### config.mk
export PLATFORM = sky130hd
export DESIGN_NAME = falco_harness_ctrl_flat
export DESIGN_NICKNAME = d
export VERILOG_FILES = /design/src/rtl/falco_harness_ctrl_if.sv /design/src/rtl/falco_harness_ctrl.sv /design/src/flat_wrapper.sv
export SDC_FILE = /design/constraint.sdc
export NUM_CORES = 1
export LEC_CHECK = 0
export BUFFER_PORTS_ARGS = -buffer_cell sky130_fd_sc_hd__buf_4
export CELL_PAD_IN_SITES_DETAIL_PLACEMENT = 0
export CELL_PAD_IN_SITES_GLOBAL_PLACEMENT = 1
export CORE_MARGIN = 2
export CORE_UTILIZATION = 47
export CTS_BUF_LIST = sky130_fd_sc_hd__clkbuf_8
export DETAILED_ROUTE_END_ITERATION = 8
export PLACE_DENSITY_LB_ADDON = 0.1
export SYNTH_ARGS = -nofsm -noshare
export SYNTH_HDL_FRONTEND = slang
export SYNTH_SLANG_ARGS = --single-unit
### constraint.sdc
create_clock -name clk -period 8.8 [get_ports clk]
set_input_delay 0.44 -clock clk [delete_from_list [all_inputs] [get_ports clk]]
set_output_delay 0.44 -clock clk [all_outputs]
set_load 0.01 [all_outputs]
### src/rtl/falco_harness_ctrl_if.sv
// Host/core-facing signal bundle for the test harness run controller.
// Master drives requests and commits; slave is the controller.
interface falco_harness_ctrl_if #(
    parameter int COMMIT_W = 2,
    parameter int RET_W    = 48
);
    logic                start;
    logic                abort;
    logic [RET_W-1:0]    budget;
    logic [COMMIT_W-1:0] commit_count;
    logic                core_rst;
    logic                running;
    logic                done;
    logic [1:0]          status;
    logic [RET_W-1:0]    retired;
    logic [RET_W-1:0]    cycle_cnt;

    modport master (
        output start,
        output abort,
        output budget,
        output commit_count,
        input  core_rst,
        input  running,
        input  done,
        input  status,
        input  retired,
        input  cycle_cnt
    );

    modport slave (
        input  start,
        input  abort,
        input  budget,
        input  commit_count,
        output core_rst,
        output running,
        output done,
        output status,
        output retired,
        output cycle_cnt
    );
endinterface

### src/rtl/falco_harness_ctrl.sv
// Run controller: holds the core in reset, runs it, stops on budget/watchdog/abort.
// Define FALCO_HARNESS_CYCLE_CNT_EN to build the RUN-cycle counter.
module falco_harness_ctrl #(
    parameter int COMMIT_W   = 2,
    parameter int RST_CYCLES = 4,
    parameter int WDOG_W     = 16,
    parameter int RET_W      = 48
) (
    input  logic                clk,
    input  logic                rst,
    falco_harness_ctrl_if.slave bus
);
    localparam int HOLD_W = (RST_CYCLES > 1) ? $clog2(RST_CYCLES) : 1;
    localparam logic [HOLD_W-1:0] HOLD_LAST = HOLD_W'(RST_CYCLES - 1);
    // One below all-ones: the next idle cycle reaches the timeout.
    localparam logic [WDOG_W-1:0] WDOG_PRE = ~WDOG_W'(1);

    localparam logic [1:0] ST_NONE   = 2'd0;
    localparam logic [1:0] ST_BUDGET = 2'd1;
    localparam logic [1:0] ST_WDOG   = 2'd2;
    localparam logic [1:0] ST_ABORT  = 2'd3;

    typedef enum logic [1:0] {
        IDLE,
        HOLD,
        RUN,
        STOP
    } state_t;

    state_t            state_q, state_d;
    logic [HOLD_W-1:0] hold_q, hold_d;
    logic [WDOG_W-1:0] wdog_q, wdog_d;
    logic [RET_W-1:0]  budget_q, budget_d;
    logic [RET_W-1:0]  retired_q, retired_d;
    logic [1:0]        status_q, status_d;
    logic              core_rst_q;
    logic              running_q;
    logic              done_q;

    logic [RET_W:0]    sum;
    logic [RET_W-1:0]  sum_sat;
    logic              commit_nz;
    logic              budget_hit;
    logic              wdog_hit;
    logic              accept;

    assign accept    = bus.start && (state_q == IDLE || state_q == STOP);
    assign sum       = {1'b0, retired_q} + (RET_W+1)'(bus.commit_count);
    assign sum_sat   = sum[RET_W] ? '1 : sum[RET_W-1:0];
    assign commit_nz = |bus.commit_count;
    // Compare the unsaturated sum so a budget near the top still triggers.
    assign budget_hit = (|budget_q) && (sum >= {1'b0, budget_q});
    assign wdog_hit   = !commit_nz && (wdog_q == WDOG_PRE);

    always_comb begin
        state_d   = state_q;
        hold_d    = hold_q;
        wdog_d    = wdog_q;
        budget_d  = budget_q;
        retired_d = retired_q;
        status_d  = status_q;
        unique case (state_q)
            IDLE, STOP: begin
                if (accept) begin
                    state_d   = HOLD;
                    hold_d    = '0;
                    wdog_d    = '0;
                    budget_d  = bus.budget;
                    retired_d = '0;
                    status_d  = ST_NONE;
                end
            end
            HOLD: begin
                if (hold_q == HOLD_LAST) begin
                    state_d = RUN;
                end else begin
                    hold_d = hold_q + 1'b1;
                end
            end
            RUN: begin
                retired_d = sum_sat;
                wdog_d    = commit_nz ? '0 : wdog_q + 1'b1;
                if (budget_hit) begin
                    state_d  = STOP;
                    status_d = ST_BUDGET;
                end else if (wdog_hit) begin
                    state_d  = STOP;
                    status_d = ST_WDOG;
                end else if (bus.abort) begin
                    state_d  = STOP;
                    status_d = ST_ABORT;
                end
            end
            default: state_d = IDLE;
        endcase
    end

    always_ff @(posedge clk or posedge rst) begin
        if (rst) begin
            state_q    <= IDLE;
            hold_q     <= '0;
            wdog_q     <= '0;
            budget_q   <= '0;
            retired_q  <= '0;
            status_q   <= ST_NONE;
            core_rst_q <= 1'b1;
            running_q  <= 1'b0;
            done_q     <= 1'b0;
        end else begin
            state_q    <= state_d;
            hold_q     <= hold_d;
            wdog_q     <= wdog_d;
            budget_q   <= budget_d;
            retired_q  <= retired_d;
            status_q   <= status_d;
            core_rst_q <= (state_d != RUN);
            running_q  <= (state_d == RUN);
            done_q     <= (state_d == STOP) && (state_q != STOP);
        end
    end

`ifdef FALCO_HARNESS_CYCLE_CNT_EN
    logic [RET_W-1:0] cyc_q;

    always_ff @(posedge clk or posedge rst) begin
        if (rst) begin
            cyc_q <= '0;
        end else if (accept) begin
            cyc_q <= '0;
        end else if (state_q == RUN && !(&cyc_q)) begin
            cyc_q <= cyc_q + 1'b1;
        end
    end

    assign bus.cycle_cnt = cyc_q;
`else
    assign bus.cycle_cnt = '0;
`endif

    assign bus.core_rst = core_rst_q;
    assign bus.running  = running_q;
    assign bus.done     = done_q;
    assign bus.status   = status_q;
    assign bus.retired  = retired_q;
endmodule

### src/flat_wrapper.sv
// flat-port wrapper written by rule: the top's interface ports become plain ports
module falco_harness_ctrl_flat 
#(
    parameter int COMMIT_W   = 2,
    parameter int RST_CYCLES = 4,
    parameter int WDOG_W     = 16,
    parameter int RET_W      = 48
)
  (clk, rst, bus_start, bus_abort, bus_budget, bus_commit_count, bus_core_rst, bus_running, bus_done, bus_status, bus_retired, bus_cycle_cnt);
  falco_harness_ctrl_if #(.COMMIT_W(COMMIT_W), .RET_W(RET_W)) bus_i ();
  input  logic clk;
  input  logic rst;
  input wire logic [$bits(bus_i.start)-1:0] bus_start;
  input wire logic [$bits(bus_i.abort)-1:0] bus_abort;
  input wire logic [$bits(bus_i.budget)-1:0] bus_budget;
  input wire logic [$bits(bus_i.commit_count)-1:0] bus_commit_count;
  output wire logic [$bits(bus_i.core_rst)-1:0] bus_core_rst;
  output wire logic [$bits(bus_i.running)-1:0] bus_running;
  output wire logic [$bits(bus_i.done)-1:0] bus_done;
  output wire logic [$bits(bus_i.status)-1:0] bus_status;
  output wire logic [$bits(bus_i.retired)-1:0] bus_retired;
  output wire logic [$bits(bus_i.cycle_cnt)-1:0] bus_cycle_cnt;
  assign bus_i.start = bus_start;
  assign bus_i.abort = bus_abort;
  assign bus_i.budget = bus_budget;
  assign bus_i.commit_count = bus_commit_count;
  assign bus_core_rst = bus_i.core_rst;
  assign bus_running = bus_i.running;
  assign bus_done = bus_i.done;
  assign bus_status = bus_i.status;
  assign bus_retired = bus_i.retired;
  assign bus_cycle_cnt = bus_i.cycle_cnt;
  falco_harness_ctrl #(.COMMIT_W(COMMIT_W), .RST_CYCLES(RST_CYCLES), .WDOG_W(WDOG_W), .RET_W(RET_W)) u_core (.clk(clk), .rst(rst), .bus(bus_i));
endmodule
==> flow_metrics.tcl, run 1 <==
set metrics [dict create \
    synth_seq_cells 121 \
    synth.yosys.seq_area_share_pct 37.6 \
    finalHoldViolations 0 \
    port_buffers 106 \
    path_delay_family "simple AND/OR/NAND/NOR gates" \
    ant_nets 0 \
    grt_pass1_wl_um 34100 \
    final.setup.tns_ns 0 \
    p_per_area_mw_per_mm2 229 \
    setup_ws_ns 3.28 \
    synth.cell_area_mm2 0.00807 \
    status "completed" \
    die_height_um 135 \
    wire_per_inst_um 17.3 \
    drc 0 \
    rows 47 \
    finalCritPeriodShare_pct 62.7 \
    yosys.area.top_type "dfrtp_1" \
    drive_above_1_share_pct 20.3 \
    arrival_ns 5.91 \
    cp-startpoint "u_core.bus.retired[0]$_DFFE_PP0P_" \
    nets 1125 \
    area_growth_pct 15.5 \
    core-area_mm2 0.0167 \
    synth_edf_count 0 \
    peakVddDrop_uv 134 \
    postCtsSetupBuffers 0 \
    endpoint_kind "register" \
    grt_pass1_vias 6427 \
    grt_use_total_pct 24.3 \
    holdWs_ns 0.0482 \
    hold_class "input pin to async pin" \
    min_period_ns 5.52 \
    ctsRootBufferMaster "clkbuf_8" \
    reg2reg_depth 16 \
    finClkSkew_ns 0.00966 \
    setup_violations 0 \
    first_iter_violations 546 \
    drv_slew 0 \
    crit_fanout 7 \
    dp_slack_ns 3.13 \
    ys_async_sr_fraction_pct 100 \
    p_leak_uw 0.00444 \
    grt_setup_unrepaired "no" \
    grt_start_max_net_pins 78 \
    clk_latency_ns 0.45 \
    post_cts_resized 0 \
    crit_path_cell_trace "ha_1 -> inv_1 -> fa_1 -> nand3b_1 -> or2_2 -> or4_4 -> nor3_4 -> or3b_1 -> xnor2_1 -> ha_1 -> nand4_1 -> nor4_1 -> nand3_1 -> o31a_1 -> a311oi_1 -> or2_2" \
    overflow 0 \
    htreeDepth 4 \
    ys_top_cells_by_area "dfrtp_1, ha_1, mux2_2" \
    gp_congestion 0.826 \
    cts.hold.buffers_added 0 \
    worst-path-stages 16 \
    max_slew_margin_pct 29.3 \
    start_util_pct 48.3 \
    ys_warn_count 0 \
    vias 6789 \
    regArea_mm2 0.00303 \
    critical_path.slowest_cell "or4_4" \
    antenna_found_initial 0 \
    crit_type "register to register" \
    crit_end "u_core.state_q[0]$_DFF_PP0_" \
    dieArea_mm2 0.0182 \
    fp.dieW_um 135 \
    drt_wl_total_um 21600 \
    cp-start-kind "register" \
    yosysTopAreaCellShare_pct 37.2 \
    routed_via_density 5.44 \
    hpwl_um 15900 \
    critPathBufInv 1 \
    avgSynthCellArea_um2 8.82 \
    ff2ff_setup_slack_ns 3.28 \
    max-clock-path-buffers 2 \
    multi_input_area_mm2 0.00442 \
    drv_cap 0 \
    synth_cell_types 59 \
    cts_tree "done" \
    syn_inst 915 \
    synth-main-ff-cell "dfrtp_1" \
    clk_pin_slew_ns 0.08 \
    first_pass_iters 5 \
    worst_slew_pin_slew_ns 1.06 \
    max_freq_mhz 181 \
    antennaDiodeCount 0 \
    cts.sinks 121 \
    regToRegStartpoint "u_core.bus.retired[0]$_DFFE_PP0P_" \
    layout_common_cells "dfrtp_1, buf_4, o21ai_0, nand2_1, inv_1" \
    final_common_cell "dfrtp_1" \
    cpPeakStageDelay_ns 0.64 \
    required_ns 9.19 \
    nFillCells 1610 \
    r2r_end "u_core.state_q[0]$_DFF_PP0_" \
    ios 155 \
    cts_made_buffers 17 \
]
-- state kept, by name (all words and copies together), names as in the netlist --
register             count
u_core.budget_q         48
u_core.bus.retired      48
u_core.wdog_q           16
u_core.bus.status        2
u_core.hold_q            2
u_core.state_q           2
u_core.bus.core_rst      1
u_core.bus.done          1
u_core.bus.running       1
-- layer usage --
metal | GRT usage, % | share of wire (%) | up-vias
met5 | 0 | 0 | -
met4 | 8.04 | 1.9 | 0
met3 | 4.43 | 6.1 | 26
met2 | 39.2 | 48 | 239
met1 | 33.1 | 44 | 3240
li1 | - | - | 3284
-- final cells by class --
type | count | area share (%)
sequential | 121 | 32.5
tap | 220 | 2.95
clock buffer | 18 | 2.66
timing repair buffer | 113 | 9.11
clock inverter | 14 | 1.87
inverter | 85 | 3.45
multi-input combinational | 676 | 47.4
-- synthesized netlist by cell type, types with 3 or more instances --
| master | number |
|---|---|
| nor4_1 | 21 |
| dfrtp_1 | 120 |
| or3_1 | 6 |
| a31oi_1 | 5 |
| nor2b_1 | 6 |
| xor2_1 | 14 |
| buf_4 | 48 |
| xnor2_1 | 42 |
| ha_1 | 56 |
| and2_1 | 5 |
| buf_1 | 4 |
| nand2_1 | 87 |
| nor2_1 | 48 |
| a21o_1 | 8 |
| inv_1 | 85 |
| o2bb2ai_1 | 3 |
| clkbuf_1 | 26 |
| a21oi_1 | 50 |
| mux2_2 | 48 |
| o22ai_1 | 4 |
| or2_2 | 5 |
| and3_1 | 9 |
| nor3_1 | 17 |
| nand3_1 | 29 |
| and4_1 | 6 |
| o21ai_0 | 94 |
| nand4_1 | 29 |
-- report_power, final --
group	internal [µW]	total, µW	switching [µW]
Combinational	336	783	447
Clock	289	538	249
Sequential	696	812	116
Total	1320	2130	811
-- cells by family after synthesis --
| kind of cell | count (synthesis) | synth area share (%) |
|---|---|---|
| AOI/OAI and AO/OA | 184 | 12.8 |
| DFF | 121 | 37.6 |
| and+or+nand+nor | 281 | 17.6 |
| buffers and inverters | 165 | 10.0 |
| adders and majority gates | 57 | 8.93 |
| other | 1 | 0.0465 |
| xor gates and xnor gates | 56 | 6.08 |
| muxes | 50 | 6.95 |
-- stage by stage --
| step | area [µm²] | instances | utilization [%] | power (µW) |
|---|---|---|---|---|
| global route | 9320 | 1247 | 55.8 | 2290 |
| floorplan | 8240 | 962 | - | 1380 |
| finish | 9320 | 1247 | 55.8 | 2130 |
| global placement | 8890 | 1215 | 53.3 | 1600 |
| detailed placement | 8890 | 1215 | 53.3 | 1610 |
| CTS | 9320 | 1247 | 55.8 | 2150 |
-- worst min path at each step --
stage	endpoint	slack [ns]	cells after the start
after global placement	u_core.wdog_q[15]$_DFFE_PP0P_	0.47	1
after floorplan	u_core.wdog_q[15]$_DFFE_PP0P_	0.45	1
after CTS	u_core.budget_q[35]$_DFFE_PP0P_	0.05	2
after global routing	u_core.budget_q[34]$_DFFE_PP0P_	0.08	2
final	u_core.budget_q[43]$_DFFE_PP0P_	0.05	2
after detailed placement	u_core.wdog_q[15]$_DFFE_PP0P_	0.47	1
No activity file was read; power rests on OpenSTA's default activity.
==> inputs of run 2 (changes only) <==
Settings changed: CORE_UTILIZATION 47 to 43.
Clock period 8.8 ns to 5.3 ns, I/O delays scaled along.
==> flow_metrics.tcl, run 2 (synthesis gave the netlist of run 1 again) <==
set metrics [dict create \
    status "completed" \
    drv_cap 0 \
    cts.sinks 121 \
    drive_above_1_share_pct 20.6 \
    fp.dieW_um 141 \
    routed_via_density 5.32 \
    drt_wl_total_um 22800 \
    p_per_area_mw_per_mm2 369 \
    first_pass_iters 5 \
    worst_slew_pin_slew_ns 1.02 \
    layout_common_cells "buf_4, dfrtp_1, o21ai_0, inv_1, nand2_1" \
    max-clock-path-buffers 2 \
    crit_fanout 7 \
    rows 50 \
    max_slew_margin_pct 31.8 \
    ff2ff_setup_slack_ns 0.34 \
    first_iter_violations 382 \
    cts_tree "done" \
    die_height_um 141 \
    vias 6749 \
    drc 0 \
    finClkSkew_ns 0.00990 \
    port_buffers 106 \
    comb_power_share_pct 38.1 \
    ios 155 \
    htreeDepth 4 \
    peakVddDrop_uv 198 \
    pwr-share-clk_pct 22.4 \
    area_growth_pct 15.7 \
    grt_use_total_pct 23.5 \
    cp-start-kind "register" \
    dp.cells 1236 \
    cts_made_buffers 17 \
    grt_pass1_wl_um 36000 \
    cpPeakStageDelay_ns 0.62 \
    required_ns 5.68 \
    start_util_pct 43.4 \
    grt_start_max_net_pins 64 \
    finalHoldViolations 0 \
    finalCritPeriodShare_pct 93.6 \
    grt_setup_unrepaired "no" \
    final_cells 1268 \
    hold_class "input pin to register" \
    nets 1133 \
    internal_power_uw 2100 \
    swShare_pct 39.2 \
    grt_pass1_vias 6627 \
    ctsRootBufferMaster "clkbuf_8" \
    drv_slew 0 \
    gp_congestion 0.861 \
    wire_per_inst_um 18.0 \
    final.setup.tns_ns 0 \
    postCtsSetupBuffers 0 \
    antenna_found_initial 0 \
    ant_nets 0 \
    endpoint_kind "register" \
    power_frac_seq_pct 39.4 \
    max_freq_mhz 202 \
    crit_path_cell_trace "ha_1 -> inv_1 -> fa_1 -> nand3b_1 -> or2_4 -> or4_4 -> nor3_4 -> or3b_1 -> xnor2_1 -> ha_1 -> nand4_1 -> nor4_2 -> buf_4 -> nand3_1 -> o31a_1 -> a311oi_1 -> buf_4 -> or3_1" \
    clk_pin_slew_ns 0.08 \
    arrival_ns 5.34 \
    clk_latency_ns 0.45 \
    dieArea_mm2 0.0199 \
    hpwl_um 16400 \
    antennaDiodeCount 0 \
    core-area_mm2 0.0186 \
    overflow 0 \
    min_period_ns 4.96 \
    p_leak_uw 0.00447 \
    critical_path.slowest_cell "or4_4" \
    setup_violations 0 \
    p_switching_uw 1350 \
    crit_type "register to register" \
]
-- run 2: cell types whose count changed in the layout (fill, tap and decap cells not counted), moves of 2 or more --
cell       previous run  this run
bufinv_16             3         1
buf_4               113       120
inv_6                 2         0
clkinv_2              1         6
inv_1                85        87
clkinv_4              4         0
-- run 2: metal layers --
layer  share of wire [%]  GRT usage, %
met1                  46          31.5
met2                  48          39.3
met3                 5.0          4.38
met4                 1.6          6.00
met5                   0             0
-- run 2: critical path, delay by kind of cell (launching register included) --
| family | cells | cell delay, ns |
|---|---|---|
| simple gates | 9 | 2.46 |
| fa+ha+maj | 3 | 0.90 |
| compound gates | 2 | 0.57 |
| buf+inv | 3 | 0.42 |
| flops | 1 | 0.38 |
| xor+xnor | 1 | 0.15 |
-- run 2: stage by stage --
step / instance area, µm² / power [µW] / utilization (%) / setup WS, ns / hold slack (ns)
after CTS: 9330 / 3490 / 50.2 / 0.202 / 0.0226
after global placement: 8970 / 2680 / 48.3 / 0.374 / 0.470
final: 9340 / 3450 / 50.2 / 0.341 / 0.0416
after floorplan: 8240 / 2290 / - / 0.378 / 0.416
after global routing: 9340 / 3710 / 50.2 / 0.0132 / 0.0191
after detailed placement: 8970 / 2700 / 48.3 / 0.236 / 0.464
-- run 2: path summary, 6_finish.rpt --
check                                             startpoint                                  to  cells after the start
max                        u_core.bus.retired[0]$_DFFE_PP0P_       u_core.bus.core_rst$_DFF_PP1_                     18
min                                           bus_budget[39]     u_core.budget_q[39]$_DFFE_PP0P_                      2
max reg2reg                u_core.bus.retired[0]$_DFFE_PP0P_       u_core.bus.core_rst$_DFF_PP1_                     18
min reg2reg                    u_core.wdog_q[15]$_DFFE_PP0P_       u_core.wdog_q[15]$_DFFE_PP0P_                      1
max in group asynchronous                                rst  u_core.bus.retired[18]$_DFFE_PP0P_                      4
min in group asynchronous                                rst     u_core.budget_q[39]$_DFFE_PP0P_                      3
-- run 2: power by group through the flow --
stage | Clock [µW] | Combinational [µW] | Sequential, µW
CTS | 794 | 1330 | 1360
global placement | 0 | 1310 | 1370
detailed placement | 0 | 1320 | 1380
finish | 774 | 1310 | 1360
floorplan | 0 | 984 | 1310
global route | 835 | 1490 | 1390
-- run 2: timing repair --
item	4_1_cts	5_1_grt
endpoints found under the setup margin	0	6
gates resized for setup	0	2
hold endpoints to repair	13	0
hold buffers	1	0
-- run 2: area by class of cell --
type / count / area (µm²)
Inverter: 85 / 322
Clock buffer: 19 / 262
Fill cell: 1837 / 9240
Timing Repair Buffer: 121 / 911
Tap cell: 234 / 293
Sequential cell: 121 / 3030
Clock inverter: 12 / 86.3
Multi-Input combinational cell: 676 / 4430
